===== src/rtl/fft_ram_arbiter_pkg.sv =====
// Shared definitions for the FFT sample RAM port-B read arbiter.
// Holds the arbiter state encoding, RAM geometry and requester indices.
package fft_ram_pkg;

  localparam int RAM_AWIDTH = 7;
  localparam int RAM_DWIDTH = 32;

  // Requester 0 is the FFT engine reader, requester 1 the host/debug path.
  localparam int REQ_FFT  = 0;
  localparam int REQ_HOST = 1;

  typedef enum logic [1:0] {
    IDLE = 2'd0,
    OWN0 = 2'd1,
    OWN1 = 2'd2
  } arb_state_t;

  // One-hot grant vector that corresponds to an arbiter state.
  function automatic logic [1:0] state_gnt(input arb_state_t s);
    logic [1:0] g;
    g = 2'b00;
    if (s == OWN0) g[REQ_FFT] = 1'b1;
    if (s == OWN1) g[REQ_HOST] = 1'b1;
    return g;
  endfunction

endpackage


===== src/rtl/fft_ram_arbiter_if.sv =====
// Requester/RAM-side bundle of the port-B read arbiter.
// slave = arbiter view, master = requesters plus RAM data return.
interface fft_ram_arbiter_if
  import fft_ram_pkg::*;
#(
  parameter int DWIDTH = RAM_DWIDTH,
  parameter int AWIDTH = RAM_AWIDTH
);

  logic [1:0]        req_in;
  logic [1:0]        rd_in;
  logic [AWIDTH-1:0] addr0_in;
  logic [AWIDTH-1:0] addr1_in;
  logic [1:0]        gnt_out;
  logic              ram_en_out;
  logic [AWIDTH-1:0] ram_addr_out;
  logic [DWIDTH-1:0] ram_data_in;
  logic [DWIDTH-1:0] rd_data_out;
  logic [1:0]        rd_valid_out;
  logic              err_out;

  modport slave (
    input  req_in, rd_in, addr0_in, addr1_in, ram_data_in,
    output gnt_out, ram_en_out, ram_addr_out, rd_data_out, rd_valid_out, err_out
  );

  modport master (
    output req_in, rd_in, addr0_in, addr1_in, ram_data_in,
    input  gnt_out, ram_en_out, ram_addr_out, rd_data_out, rd_valid_out, err_out
  );

endinterface


===== src/rtl/fft_ram_arbiter_rr.sv =====
// fft_arb_rr: round-robin burst grant FSM with last-served memory.
// Optional macro FFT_ARB_BURST_LIMIT_EN adds a burst counter that forces
// handoff to a waiting requester after MAX_BURST accepted reads.
module fft_arb_rr
  import fft_ram_pkg::*;
#(
  parameter int AWIDTH    = RAM_AWIDTH,
  parameter int MAX_BURST = 16
) (
  input  logic       clk,
  input  logic       srst,
  input  logic [1:0] req,
  input  logic       accept,
  output logic [1:0] gnt
);

  arb_state_t state_reg, state_next;
  logic       last_reg, last_next;
  logic [1:0] gnt_reg;
  logic       limit_hit;

`ifdef FFT_ARB_BURST_LIMIT_EN
  localparam int CW = AWIDTH + 1;
  localparam logic [CW-1:0] MAX_CNT = CW'(MAX_BURST);

  logic [CW-1:0] cnt_reg, cnt_next, cnt_inc;

  // Saturating count of reads accepted in the current grant, including this cycle.
  always_comb begin
    cnt_inc = cnt_reg;
    if (accept && (cnt_reg < MAX_CNT)) cnt_inc = cnt_reg + 1'b1;
    limit_hit = (cnt_inc >= MAX_CNT);
    cnt_next  = cnt_inc;
    if (limit_hit || (state_next != state_reg)) cnt_next = '0;
  end

  // Burst counter register.
  always_ff @(posedge clk) begin
    if (srst) cnt_reg <= '0;
    else      cnt_reg <= cnt_next;
  end
`else
  logic unused_cfg;

  // Without the limit the owner keeps the port until it drops its request.
  assign limit_hit  = 1'b0;
  assign unused_cfg = accept ^ (MAX_BURST != 0) ^ (AWIDTH != 0);
`endif

  // Next state and last-served update; ties in IDLE go to the one not served last.
  always_comb begin
    state_next = state_reg;
    last_next  = last_reg;
    case (state_reg)
      IDLE: begin
        case (req)
          2'b01:   state_next = OWN0;
          2'b10:   state_next = OWN1;
          2'b11:   state_next = last_reg ? OWN0 : OWN1;
          default: state_next = IDLE;
        endcase
      end
      OWN0: begin
        if (!req[0]) begin
          last_next  = 1'b0;
          state_next = req[1] ? OWN1 : IDLE;
        end else if (limit_hit && req[1]) begin
          last_next  = 1'b0;
          state_next = OWN1;
        end
      end
      OWN1: begin
        if (!req[1]) begin
          last_next  = 1'b1;
          state_next = req[0] ? OWN0 : IDLE;
        end else if (limit_hit && req[0]) begin
          last_next  = 1'b1;
          state_next = OWN0;
        end
      end
      default: state_next = IDLE;
    endcase
  end

  // State, last-served flag and registered one-hot grant.
  always_ff @(posedge clk) begin
    if (srst) begin
      state_reg <= IDLE;
      last_reg  <= 1'b1;
      gnt_reg   <= 2'b00;
    end else begin
      state_reg <= state_next;
      last_reg  <= last_next;
      gnt_reg   <= state_gnt(state_next);
    end
  end

  assign gnt = gnt_reg;

endmodule


===== src/rtl/fft_ram_arbiter.sv =====
// fft_ram_arbiter: shares read port B of the 128x32 FFT sample RAM between
// the FFT reader (requester 0) and the host readback path (requester 1).
// Grants whole bursts round-robin, muxes address/enable into the RAM and
// routes each 1-cycle-latency response to the requester that issued it.
// Optional macro FFT_ARB_BURST_LIMIT_EN enables the MAX_BURST forced handoff.
module fft_ram_arbiter
  import fft_ram_pkg::*;
#(
  parameter int DWIDTH    = RAM_DWIDTH,
  parameter int AWIDTH    = RAM_AWIDTH,
  parameter int MAX_BURST = 16
) (
  input  logic              clk_in,
  input  logic              rst_in,
  fft_ram_arbiter_if.slave  bus
);

  logic [1:0]        gnt;
  logic [1:0]        acc;
  logic [1:0]        stray;
  logic [1:0]        rd_valid;
  logic              accept;
  logic [AWIDTH-1:0] addr_mux;
  logic [AWIDTH-1:0] addr_hold_reg;
  logic              valid_reg;
  logic              tag_reg;
  logic              err_reg;

  fft_arb_rr #(
    .AWIDTH    (AWIDTH),
    .MAX_BURST (MAX_BURST)
  ) u_rr (
    .clk    (clk_in),
    .srst   (rst_in),
    .req    (bus.req_in),
    .accept (accept),
    .gnt    (gnt)
  );

  // Per-requester read acceptance, dropped strobes and response valids.
  // The response valid is squashed while reset is asserted so that an
  // in-flight read never surfaces across a reset.
  for (genvar gi = 0; gi < 2; gi++) begin : g_req
    assign acc[gi]      = bus.rd_in[gi] & gnt[gi] & bus.req_in[gi];
    assign stray[gi]    = bus.rd_in[gi] & ~gnt[gi];
    assign rd_valid[gi] = valid_reg & (tag_reg == 1'(gi)) & ~rst_in;
  end

  assign accept = |acc;

  // Owner's address, holding the last driven value while nobody owns the port.
  always_comb begin
    addr_mux = addr_hold_reg;
    if (gnt[REQ_FFT])       addr_mux = bus.addr0_in;
    else if (gnt[REQ_HOST]) addr_mux = bus.addr1_in;
  end

  // Address hold, response tag pipeline and sticky error flag.
  always_ff @(posedge clk_in) begin
    if (rst_in) begin
      addr_hold_reg <= '0;
      valid_reg     <= 1'b0;
      tag_reg       <= 1'b0;
      err_reg       <= 1'b0;
    end else begin
      if (|gnt) addr_hold_reg <= addr_mux;
      valid_reg <= accept;
      if (accept) tag_reg <= gnt[REQ_HOST];
      if (|stray) err_reg <= 1'b1;
    end
  end

  assign bus.gnt_out      = gnt;
  assign bus.ram_en_out   = accept;
  assign bus.ram_addr_out = addr_mux;
  assign bus.rd_data_out  = bus.ram_data_in;
  assign bus.rd_valid_out = rd_valid;
  assign bus.err_out      = err_reg;

endmodule


===== src/flat_wrapper.sv =====
// flat-port wrapper written by rule: the top's interface ports become plain ports
module fft_ram_arbiter_flat import fft_ram_pkg::*;
#(
  parameter int DWIDTH    = RAM_DWIDTH,
  parameter int AWIDTH    = RAM_AWIDTH,
  parameter int MAX_BURST = 16
)
  (clk_in, rst_in, bus_req_in, bus_rd_in, bus_addr0_in, bus_addr1_in, bus_ram_data_in, bus_gnt_out, bus_ram_en_out, bus_ram_addr_out, bus_rd_data_out, bus_rd_valid_out, bus_err_out);
  fft_ram_arbiter_if #(.DWIDTH(DWIDTH), .AWIDTH(AWIDTH)) bus_i ();
  input  logic clk_in;
  input  logic rst_in;
  input wire logic [$bits(bus_i.req_in)-1:0] bus_req_in;
  input wire logic [$bits(bus_i.rd_in)-1:0] bus_rd_in;
  input wire logic [$bits(bus_i.addr0_in)-1:0] bus_addr0_in;
  input wire logic [$bits(bus_i.addr1_in)-1:0] bus_addr1_in;
  input wire logic [$bits(bus_i.ram_data_in)-1:0] bus_ram_data_in;
  output wire logic [$bits(bus_i.gnt_out)-1:0] bus_gnt_out;
  output wire logic [$bits(bus_i.ram_en_out)-1:0] bus_ram_en_out;
  output wire logic [$bits(bus_i.ram_addr_out)-1:0] bus_ram_addr_out;
  output wire logic [$bits(bus_i.rd_data_out)-1:0] bus_rd_data_out;
  output wire logic [$bits(bus_i.rd_valid_out)-1:0] bus_rd_valid_out;
  output wire logic [$bits(bus_i.err_out)-1:0] bus_err_out;
  assign bus_i.req_in = bus_req_in;
  assign bus_i.rd_in = bus_rd_in;
  assign bus_i.addr0_in = bus_addr0_in;
  assign bus_i.addr1_in = bus_addr1_in;
  assign bus_i.ram_data_in = bus_ram_data_in;
  assign bus_gnt_out = bus_i.gnt_out;
  assign bus_ram_en_out = bus_i.ram_en_out;
  assign bus_ram_addr_out = bus_i.ram_addr_out;
  assign bus_rd_data_out = bus_i.rd_data_out;
  assign bus_rd_valid_out = bus_i.rd_valid_out;
  assign bus_err_out = bus_i.err_out;
  fft_ram_arbiter #(.DWIDTH(DWIDTH), .AWIDTH(AWIDTH), .MAX_BURST(MAX_BURST)) u_core (.clk_in(clk_in), .rst_in(rst_in), .bus(bus_i));
endmodule

===== config.mk =====
export PLATFORM = sky130hd
export DESIGN_NAME = fft_ram_arbiter_flat
export DESIGN_NICKNAME = d
export VERILOG_FILES = /design/src/rtl/fft_ram_arbiter_pkg.sv /design/src/rtl/fft_ram_arbiter_if.sv /design/src/rtl/fft_ram_arbiter_rr.sv /design/src/rtl/fft_ram_arbiter.sv /design/src/flat_wrapper.sv
export SDC_FILE = /design/constraint.sdc
export NUM_CORES = 1
export LEC_CHECK = 0
export ABC_AREA = 1
export BUFFER_PORTS_ARGS = -buffer_cell sky130_fd_sc_hd__buf_2
export CAP_MARGIN = 20
export CORE_UTILIZATION = 39
export CTS_BUF_LIST = sky130_fd_sc_hd__clkbuf_8
export CTS_CLUSTER_SIZE = 28
export DETAILED_ROUTE_END_ITERATION = 10
export HOLD_SLACK_MARGIN = 0.03
export PLACE_DENSITY = 0.92
export SKIP_LAST_GASP = 1
export SLEW_MARGIN = 15
export SYNTH_ARGS = -nofsm -noshare
export SYNTH_HDL_FRONTEND = slang
export SYNTH_SLANG_ARGS = --single-unit

===== constraint.sdc =====
create_clock -name clk_in -period 1.5 [get_ports clk_in]
set_input_delay 0.075 -clock clk_in [delete_from_list [all_inputs] [get_ports clk_in]]
set_output_delay 0.075 -clock clk_in [all_outputs]
set_load 0.005 [all_outputs]

# After elaboration in Yosys (flattened, before gate mapping)
# Index checks and enable logic that the tools add are counted.
# word_totals
ff_bits	15
input_bits	52
output_inout_bits	45
# classes
n_eq_ne	9
n_mux	14
n_bitwise	14
n_reduce_logical	6
# op_table
op	count
two-way mux 7 bit	2
case mux 2 bit (3 select lines)	2
bitwise AND 1 bit	10
equality test 2 bit, second input constant	4
two-way mux 2 bit	4
equality test 2 x 1 -> 1 bit, second input constant	3
OR reduction 2 bit	3
two-way mux 1 bit	5
!= test 2 bit, second input constant	2
NOT 1 bit	4
AND reduction 3 bit	1
zero test 2 bit	1
case mux 1 bit (2 select lines)	1
nonzero test 2 bit	1

# Longest topological paths before layout
# logic_depth
word_depth	5
ltp_mapped	6
ltp_nobuf	5

# Hierarchy
# Synthesis repeated with hierarchy kept, for this count alone.
# unflattened
hier_cells	130
hier_area_um2	962.2
# modules_own_cells
mod	n_inst	cells_per_inst	area_per_inst_um2	seq_area_each_um2
fft_ram_arbiter	1	106	775.7	200.2
fft_arb_rr	1	24	186.4	100.1

# Worst setup path before layout
# Ideal clock, no wire load.
# synth_timing
path_type	register to register
start	register u_core.u_rr.gnt_reg[1], in the netlist u_core.u_rr.gnt[1]
end	register u_core.err_reg, in the netlist u_core.bus.err_out
arrival_time_ns	0.822
required_time_ns	1.391
slack_ns	0.569
stages_incl_launch_ff	7
path_buffers	1
cell_sequence	dfxtp_1 buf_6 inv_1 a21oi_1 nand2_1 nand2_1 inv_1
# synth_between
elab_chain_cells	3
# synth_rtl
item	line	source
start, declared	fft_ram_arbiter_rr.sv:19	logic [1:0] gnt_reg;
start signal, assigned	fft_ram_arbiter_rr.sv:94	gnt_reg <= state_gnt(state_next);
NOT 1 bit	fft_ram_arbiter.sv:45	assign stray[gi] = bus.rd_in[gi] & ~gnt[gi];
bitwise AND 1 bit	fft_ram_arbiter.sv:45	
OR reduction 2 bit	fft_ram_arbiter.sv:69	if (|stray) err_reg <= 1'b1;
end signal, assigned	fft_ram_arbiter.sv:64	err_reg <= 1'b0;
end signal, assigned	fft_ram_arbiter.sv:69	
end, declared	fft_ram_arbiter.sv:27	logic err_reg;
# Every way passes these cells.
# A chain may end at the register's enable or synchronous reset.

# Worst setup path after layout
# layout_timing
start	register u_core.u_rr.gnt_reg[1], in the netlist u_core.u_rr.gnt[1]
end	output bus_ram_en_out
# layout_between
elab_chain_cells	3
# layout_rtl
item	line	source
bitwise AND 1 bit (2 in series)	fft_ram_arbiter.sv:44	assign acc[gi] = bus.rd_in[gi] & gnt[gi] & bus.req_in[gi];
OR reduction 2 bit	fft_ram_arbiter.sv:49	assign accept = |acc;
end, declared	flat_wrapper.sv:18	output wire logic [$bits(bus_i.ram_en_out)-1:0] bus_ram_en_out;
# Every way passes these cells.

==> metrics.yaml <==
synth:
  ys_seq_area_frac: 0.312
  synth_area_um2: 963
  ys_warn_count: 0
  ys_ff_latch: 15
  synth_top_family_by_area: "buffers and inverters"
  synthAdderAreaFrac: 0
  muxShareOfSynthArea: 0
  syn_inst: 133
  yosys.area_share.simple: 0.326
  avgSynthCellArea_um2: 7.24
  synth_cell_types: 15
  synth_compound_area_frac: 0.0260
  synth_xor_area_frac: 0
  synth_fp_nets: 185
setup_path:
  r2r_slack_ns: 0.37
  path_buf_inv: 2
  worstSetupStartpoint: "u_core.u_rr.gnt[1]"
  crit_end: "bus_ram_en_out"
  required_ns: 1.42
  worst_r2r_endpoint: "u_core.tag_reg"
  worstPathCellList: "buf_4 -> nand3_4 -> nand2_2 -> buf_2"
  cp_slowest_cell: "dfxtp_1"
  crit_path_max_incr_delay_ns: 0.59
  worst_ep_arrival_time_ns: 1.28
  worstPathMaxFanout: 12
  reg2reg_from: "u_core.u_rr.gnt[1]"
  rr_worst_depth: 5
  crit_type: "reg -> out"
  critPathLaunchType: "flop"
  worstSetupPathDepth: 4
  cp_top_family: "flip-flops"
  critPathCaptureType: "output port"
global_routing:
  grt_pass1_wl_mm: 2.66
  grt_pass1_vias: 643
  grt_use_total: 0.134
  antenna_found_initial: 0
  gr-total-overflow: 0
  grt_start_max_net_pins: 13
detailed_routing:
  viasPerCell: 4.54
  first_pass_iters: 6
  ant_nets: 0
  drtIter0Drc: 11
  drc: 0
  vias: 744
  wire_per_inst_um: 9.71
  routed_wirelength_mm: 1.59
timing:
  fin_crit_sh: 0.903
  rsz0062_at_grt: "no"
  fin_tns_setup_ns: 0
  timing.fmax_mhz: 738
  finalHoldViolations: 0
  tightest_slew_ns: 0.450
  min_period_ns: 1.35
  setup_ws_ns: 0.145
  fin_skew_ns: 0.000927
  drv_slew: 0
  max_slew_margin: 0.699
  setup_viol: 0
cts:
  cts_setup_buffers: 0
  cts_buffer_depth: 2
  clockRootBuffer: "clkbuf_8"
  htree_num_levels: 1
  cts_sinks: 15
  cts_tree: "done"
  path_clk_slew_ns: 0.05
  clk_latency_ns: 0.24
  cts_buffers: 3
  hold_buffers: 0
  cts_resized: 0
cells_and_area:
  regArea_um2: 300
  final_cells: 164
  area_growth_syn_to_layout_pct: -0.909
  multiInputGateArea_um2: 339
  final_common_cell: "nand2_1"
  n_antenna_cell: 0
  largest_register_ffs: 7
  mostFrequentLayoutCells: "nand2_1 (33), buf_2 (32), inv_1 (16), dfxtp_1 (15), nand3_1 (11)"
  n_fill_cell: 236
  drive_above_1_share: 0.353
  final_nets: 189
power_and_ir_drop:
  p_switching_uw: 233
  internal-power_uw: 680
  leakagePower_nw: 0.574
  max-vdd-ir-drop_mv: 0.489
  swShare: 0.255
  pwr-share-comb: 0.177
  power_uw: 913
  clkPwrFrac: 0.339
  power_density_nw_per_um2: 957
  pwr-share-seq: 0.484
placed_design:
  gp_congestion: 0.761
  place_ws_ns: 0.381
  place_hpwl_mm: 1.25
  dp.cells: 160
  port_buffers: 32
job:
  maxCapViolations: 0
floorplanning:
  die_h_um: 51.7
  die-area_um2: 2670
  ioPinCount: 97
  core_um2: 2280
  fp-row-count: 17
  die_x_um: 51.7
  initial_utilization: 0.423
worst_hold_path:
  worstHoldPathType: "in -> reg"
  whs_path_depth: 2
  hp-start: "rst_in"
status:
  outcome: "complete, no violations"
==> power by group through the flow <==
stage / Combinational (mW) / Sequential (mW) / Clock (mW)
finish: 0.161 / 0.442 / 0.310
global route: 0.184 / 0.445 / 0.344
CTS: 0.164 / 0.442 / 0.319
detailed placement: 0.163 / 0.451 / 0
global placement: 0.161 / 0.450 / 0
floorplan: 0.167 / 0.443 / 0
==> cell families after synthesis <==
family / after synthesis
compound gates: 5
flops: 15
simple gates: 62
buf+inv: 51
==> per-stage QoR <==
step                hold WS, ns  instance area (µm²)   util
floorplan                 0.144                  963      -
global placement          0.150                  910  0.400
detailed placement        0.150                  910  0.400
CTS                      0.0739                  955  0.419
global route             0.0944                  955  0.419
finish                   0.0771                  955  0.419
==> layer usage <==
layer	track usage	wire [µm]	up-vias	share of wire
met5	0	0	-	0
met4	0.0676	30	0	0.019
met3	0.0468	141	5	0.089
met2	0.221	717	21	0.45
met1	0.152	703	339	0.44
li1	-	-	379	-
==> worst min path at each step <==
stage / to / slack (ns)
after floorplan: u_core.valid_reg / 0.14
after global placement: bus_rd_data_out[10] / 0.15
after detailed placement: bus_rd_data_out[10] / 0.15
after CTS: u_core.u_rr.state_reg[0] / 0.07
after global routing: u_core.u_rr.gnt[1] / 0.09
final: u_core.valid_reg / 0.08
==> synthesized netlist by cell type <==
master / number / area share
inv_1: 15 / 0.058
dfxtp_1: 15 / 0.31
a21oi_1: 2 / 0.010
nand3_1: 11 / 0.057
buf_6: 1 / 0.012
nand2_1: 33 / 0.13
o21ai_0: 3 / 0.016
nor2_4: 1 / 0.012
buf_4: 33 / 0.26
nand3_4: 1 / 0.018
inv_2: 1 / 0.0039
buf_2: 1 / 0.0052
nor2_1: 8 / 0.031
nand2_2: 1 / 0.0065
nand3_2: 7 / 0.073
==> final cells by class <==
cell class | instances | area share
multi-input cells | 67 | 0.355
flip-flops and latches | 15 | 0.315
well taps | 28 | 0.0367
clock buffers | 3 | 0.0433
inverters | 16 | 0.0629
repair buffers | 34 | 0.183
clock inverters | 1 | 0.00393
No activity file was read; power rests on OpenSTA's default activity.
